`src/rtl/bcd_pkg.sv`:
```
// Shared definitions for the sequential binary-to-BCD converter:
// FSM state encoding, BCD digit width and the add-3 adjust constants.
package bcd_pkg;

  typedef enum logic [1:0] {
    ST_IDLE = 2'd0,
    ST_CONV = 2'd1,
    ST_DONE = 2'd2
  } state_t;

  localparam int unsigned BCD_W      = 4;
  localparam logic [3:0]  ADJ_THRESH = 4'd5;
  localparam logic [3:0]  ADJ_OFFSET = 4'd3;

endpackage

```
`src/rtl/bcd_digit_adj.sv`:
```
// Double-dabble digit corrector: adds 3 to a BCD digit that is 5 or more
// so the following left shift carries correctly into the next digit.
//   digit_in   in   4   working digit before the shift
//   digit_out  out  4   corrected digit (0 for the unreachable inputs 13..15)
module bcd_digit_adj
  import bcd_pkg::*;
(
  input  logic [BCD_W-1:0] digit_in,
  output logic [BCD_W-1:0] digit_out
);

  always_comb begin
    digit_out = '0;
    if (digit_in < ADJ_THRESH) begin
      digit_out = digit_in;
    end else if (digit_in <= 4'd12) begin
      digit_out = digit_in + ADJ_OFFSET;
    end
  end

endmodule

```
`src/rtl/bin2bcd_seq.sv`:
```
// Sequential binary-to-BCD converter (shift-and-add-3), one bit per clock.
//   clk       in   1          rising-edge clock
//   reset     in   1          synchronous active-high reset
//   start     in   1          conversion request, honoured when not busy
//   bin       in   WIDTH      unsigned operand, captured on the accepting edge
//   busy      out  1          conversion in progress
//   done      out  1          one-cycle pulse, bcd/overflow just updated
//   bcd       out  4*DIGITS   packed BCD result, units digit in [3:0]
//   overflow  out  1          value did not fit in DIGITS digits
module bin2bcd_seq
  import bcd_pkg::*;
#(
  parameter int unsigned WIDTH  = 8,
  parameter int unsigned DIGITS = 3
) (
  input  logic                  clk,
  input  logic                  reset,
  input  logic                  start,
  input  logic [WIDTH-1:0]      bin,
  output logic                  busy,
  output logic                  done,
  output logic [4*DIGITS-1:0]   bcd,
  output logic                  overflow
);

  localparam int unsigned CNT_W  = $clog2(WIDTH + 1);
  localparam int unsigned WORK_W = BCD_W * DIGITS;

  state_t             state, state_next;
  logic [CNT_W-1:0]   counter;
  logic [WIDTH-1:0]   bin_reg;
  logic [WORK_W-1:0]  work, work_adj, work_next;
  logic [WORK_W-1:0]  bcd_q;
  logic               ovf_sticky, ovf_next, ovf_q;
  logic               accept, last_iter;

  for (genvar g = 0; g < DIGITS; g++) begin : g_adj
    bcd_digit_adj u_adj (
      .digit_in  (work[g*BCD_W +: BCD_W]),
      .digit_out (work_adj[g*BCD_W +: BCD_W])
    );
  end

  always_comb begin
    accept    = start && (state != ST_CONV);
    last_iter = (state == ST_CONV) && (counter == CNT_W'(WIDTH - 1));
    // Shift the adjusted digits left; binary MSB enters the units digit,
    // the top digit's MSB falls out into the sticky overflow.
    work_next = {work_adj[WORK_W-2:0], bin_reg[WIDTH-1]};
    ovf_next  = ovf_sticky | work_adj[WORK_W-1];

    state_next = state;
    case (state)
      ST_IDLE: if (start)     state_next = ST_CONV;
      ST_CONV: if (last_iter) state_next = ST_DONE;
      ST_DONE: state_next = start ? ST_CONV : ST_IDLE;
      default: state_next = ST_IDLE;
    endcase
  end

  always_ff @(posedge clk) begin
    if (reset) state <= ST_IDLE;
    else       state <= state_next;
  end

  always_ff @(posedge clk) begin
    if (reset) begin
      counter    <= '0;
      bin_reg    <= '0;
      work       <= '0;
      ovf_sticky <= 1'b0;
      bcd_q      <= '0;
      ovf_q      <= 1'b0;
    end else if (accept) begin
      counter    <= '0;
      bin_reg    <= bin;
      work       <= '0;
      ovf_sticky <= 1'b0;
    end else if (state == ST_CONV) begin
      counter    <= counter + CNT_W'(1);
      bin_reg    <= bin_reg << 1;
      work       <= work_next;
      ovf_sticky <= ovf_next;
      if (last_iter) begin
        bcd_q <= work_next;
        ovf_q <= ovf_next;
      end
    end
  end

  assign busy     = (state == ST_CONV);
  assign done     = (state == ST_DONE);
  assign bcd      = bcd_q;
  assign overflow = ovf_q;

endmodule

```
`config.mk`:
```
export PLATFORM = sky130hd
export DESIGN_NAME = bin2bcd_seq
export DESIGN_NICKNAME = d
export VERILOG_FILES = /design/src/rtl/bcd_pkg.sv /design/src/rtl/bcd_digit_adj.sv /design/src/rtl/bin2bcd_seq.sv
export SDC_FILE = /design/constraint.sdc
export NUM_CORES = 1
export LEC_CHECK = 0
export ABC_AREA = 1
export CORE_MARGIN = 10
export CORE_UTILIZATION = 58
export CTS_CLUSTER_SIZE = 10
export DETAILED_ROUTE_END_ITERATION = 8
export GPL_TIMING_DRIVEN = 0
export HOLD_SLACK_MARGIN = 0.1
export PLACE_DENSITY_LB_ADDON = 0.08
export SLEW_MARGIN = 20
export SYNTH_ARGS = -nofsm -noshare
export SYNTH_HDL_FRONTEND = slang
export SYNTH_SLANG_ARGS = --single-unit
```
`constraint.sdc`:
```
create_clock -name clk -period 2.6 [get_ports clk]
set_input_delay 0.52 -clock clk [delete_from_list [all_inputs] [get_ports clk]]
set_output_delay 0.52 -clock clk [all_outputs]
set_load 0.01 [all_outputs]
```
==> results_dict.tcl <==
set metrics [dict create \
    clkLatencyLatePin_ps 340 \
    rows 21 \
    run_status "complete, no violations" \
    yosysSeqAreaShare_pct 40.61 \
    hpwlAfterDp_um 3304 \
    cts.sinks 40 \
    drc_errors 0 \
    p_int_mw 0.7888 \
    slew-limit-headroom_pct 63.47 \
    clkSlewWorstSetupHoldPaths_ps 100 \
    fp.dieH_um 78.31 \
    finalWorstSetupSlack_ps 278.9 \
    synth-seq-cells 40 \
    worstMarginPinSlew_ps 547.9 \
    num_vias 1779 \
    clockRootBuffer "clkbuf_4" \
    clk_path_buf_depth 2 \
    pwr-share-clk_pct 24.8 \
    filler_cell_count 295 \
    swShare_pct 27.15 \
    grt_overflow 0 \
    postCtsHoldBufs 0 \
    crit_fanout 10 \
    crit_path_end_kind "output port" \
    sequentialPowerShare_pct 60.0 \
    antenna_left 0 \
    syn_inst 284 \
    hold_violations 0 \
    totalPowerFinal_mw 1.083 \
    fin_nets 331 \
    cts.htree.levels 2 \
    cp-start-kind "register" \
    setup_tns_ps 0 \
    layout_commonest_cell "nand2_1" \
    area_growth_syn_to_layout_pct 17.51 \
    syn_area_per_cell_um2 6.943 \
    crit_required_ps 2080 \
    diodes 0 \
    syn_area_um2 1972 \
    seq_area_um2 800.8 \
    rsz0062_at_grt "no" \
    drt-wirelength-per-cell_um 12.04 \
    setup_viol_count_final 0 \
    power_frac_comb_pct 15.1 \
    multi_input_comb_area_um2 920.9 \
    dr.pass1.iters 4 \
    ctsResizeCount 0 \
    core_area_um2 3311 \
    cts_buffers 5 \
    die-area_um2 6132 \
    leakage_nw 1.073 \
    netSwitchingPower_mw 0.2939 \
    hp-class "reg2reg" \
    worst-setup-path-type "reg2out" \
    finalCriticalPeriod_ps 2321 \
    synth_nets 299 \
    design.portCount 26 \
    layout_common_cells "nand2_1 (75), inv_1 (44), dfxtp_1 (40)" \
    grt_start_max_net_pins 11 \
    gp_congestion 0.8367 \
    fin_skew_ps 6.512 \
    drive_above_1_share_pct 9.554 \
    start_util_pct 59.56 \
    die_x_um 78.31 \
    ys_types 24 \
    cts_setup_buffers 0 \
    slew_viol_final 0 \
    fmax_mhz 430.8 \
    grt_pass1_wl_um 7638 \
    first_iter_violations 89 \
    track_usage_pct 14.91 \
    ys_warn_count 0 \
    cp_data_arrival_time_ps 1800 \
    p_per_area_nw_per_um2 467.2 \
    antenna_found_initial 0 \
    viasPerCell 4.942 \
    grt_pass1_vias 1727 \
    wirelength_um 4333 \
    io_buffers 25 \
    layout_worst_path_cycle_share_pct 89.27 \
    peakVddDrop_uv 341.6 \
    place_ws_ps 640.6 \
    cts_tree "yes" \
    drv_cap 0 \
]
-- power by group through the flow --
stage	Clock, mW	Combinational (mW)	Sequential [mW]
6_report	0.269	0.164	0.650
5_1_grt	0.295	0.186	0.653
4_1_cts	0.273	0.165	0.650
3_5_place_dp	0	0.164	0.664
3_3_place_gp	0	0.160	0.663
2_1_floorplan	0	0.116	0.660
-- cell families (layout without fill, tap and decap cells) --
kind of cell / Yosys count / after routing / synth area share [%]
AND/OR/NAND/NOR: 149 / 149 / 33.95
buffers and inverters: 56 / 86 / 12.69
flip-flops: 40 / 40 / 40.61
AO/OA/AOI/OAI: 33 / 33 / 9.328
adder cells (fa/ha/maj): 4 / 4 / 2.538
XOR/XNOR: 2 / 2 / 0.8885
-- cell type report --
cell class	count	share of cell area, %
multi-input combinational	188	39.74
sequential	40	34.56
timing repair buffer	25	10.80
inverter	48	7.775
buffer	8	3.024
tap	46	2.484
clock buffer	5	1.620
-- routing by layer --
layer | global-route usage [%] | part of all wire, %
met5 | 0 | 0
met4 | 5.197 | 1.5
met3 | 4.328 | 5.6
met2 | 25.25 | 49
met1 | 17.54 | 44
-- path summary, 6_finish.rpt --
kind | from | to | slack, ps | depth (start not counted)
worst max-delay path | state[0] | busy | 280 | 4
worst min-delay path | bin_reg[7] | bcd[0] | 470 | 2
worst max register to register | work[4] | bcd[5] | 1140 | 10
worst min register to register | bin_reg[7] | bcd[0] | 470 | 2
-- critical path, cell delays in order, from the launching register on --
cell and delay, ps:
dfxtp_1 430, inv_2 70, nor2_4 220, buf_6 190
clkdlybuf4s50_1 550
-- cell usage after synthesis, drive strengths merged --
cell type | instances | area share [%]
inv | 48 | 9.1
nor3 | 2 | 0.76
o21ai | 12 | 3.0
nand3b | 3 | 1.1
nand2 | 78 | 15
dfxtp | 40 | 41
buf | 7 | 3.4
nor2 | 30 | 7.2
a21oi | 21 | 6.3
xor2 | 2 | 0.89
nand3 | 36 | 9.4
clkbuf | 1 | 0.19
ha | 4 | 2.5
-- metrics by stage --
step	instances	cell area (um^2)	utilization (%)	hold slack (ps)
floorplan	284	1972	-	438.1
global placement	355	2280	68.86	453.2
detailed placement	355	2280	68.86	455.8
CTS	360	2317	69.99	465.7
global route	360	2317	69.99	491.5
finish	360	2317	69.99	467.2
(Power assumes the default switching activity.)
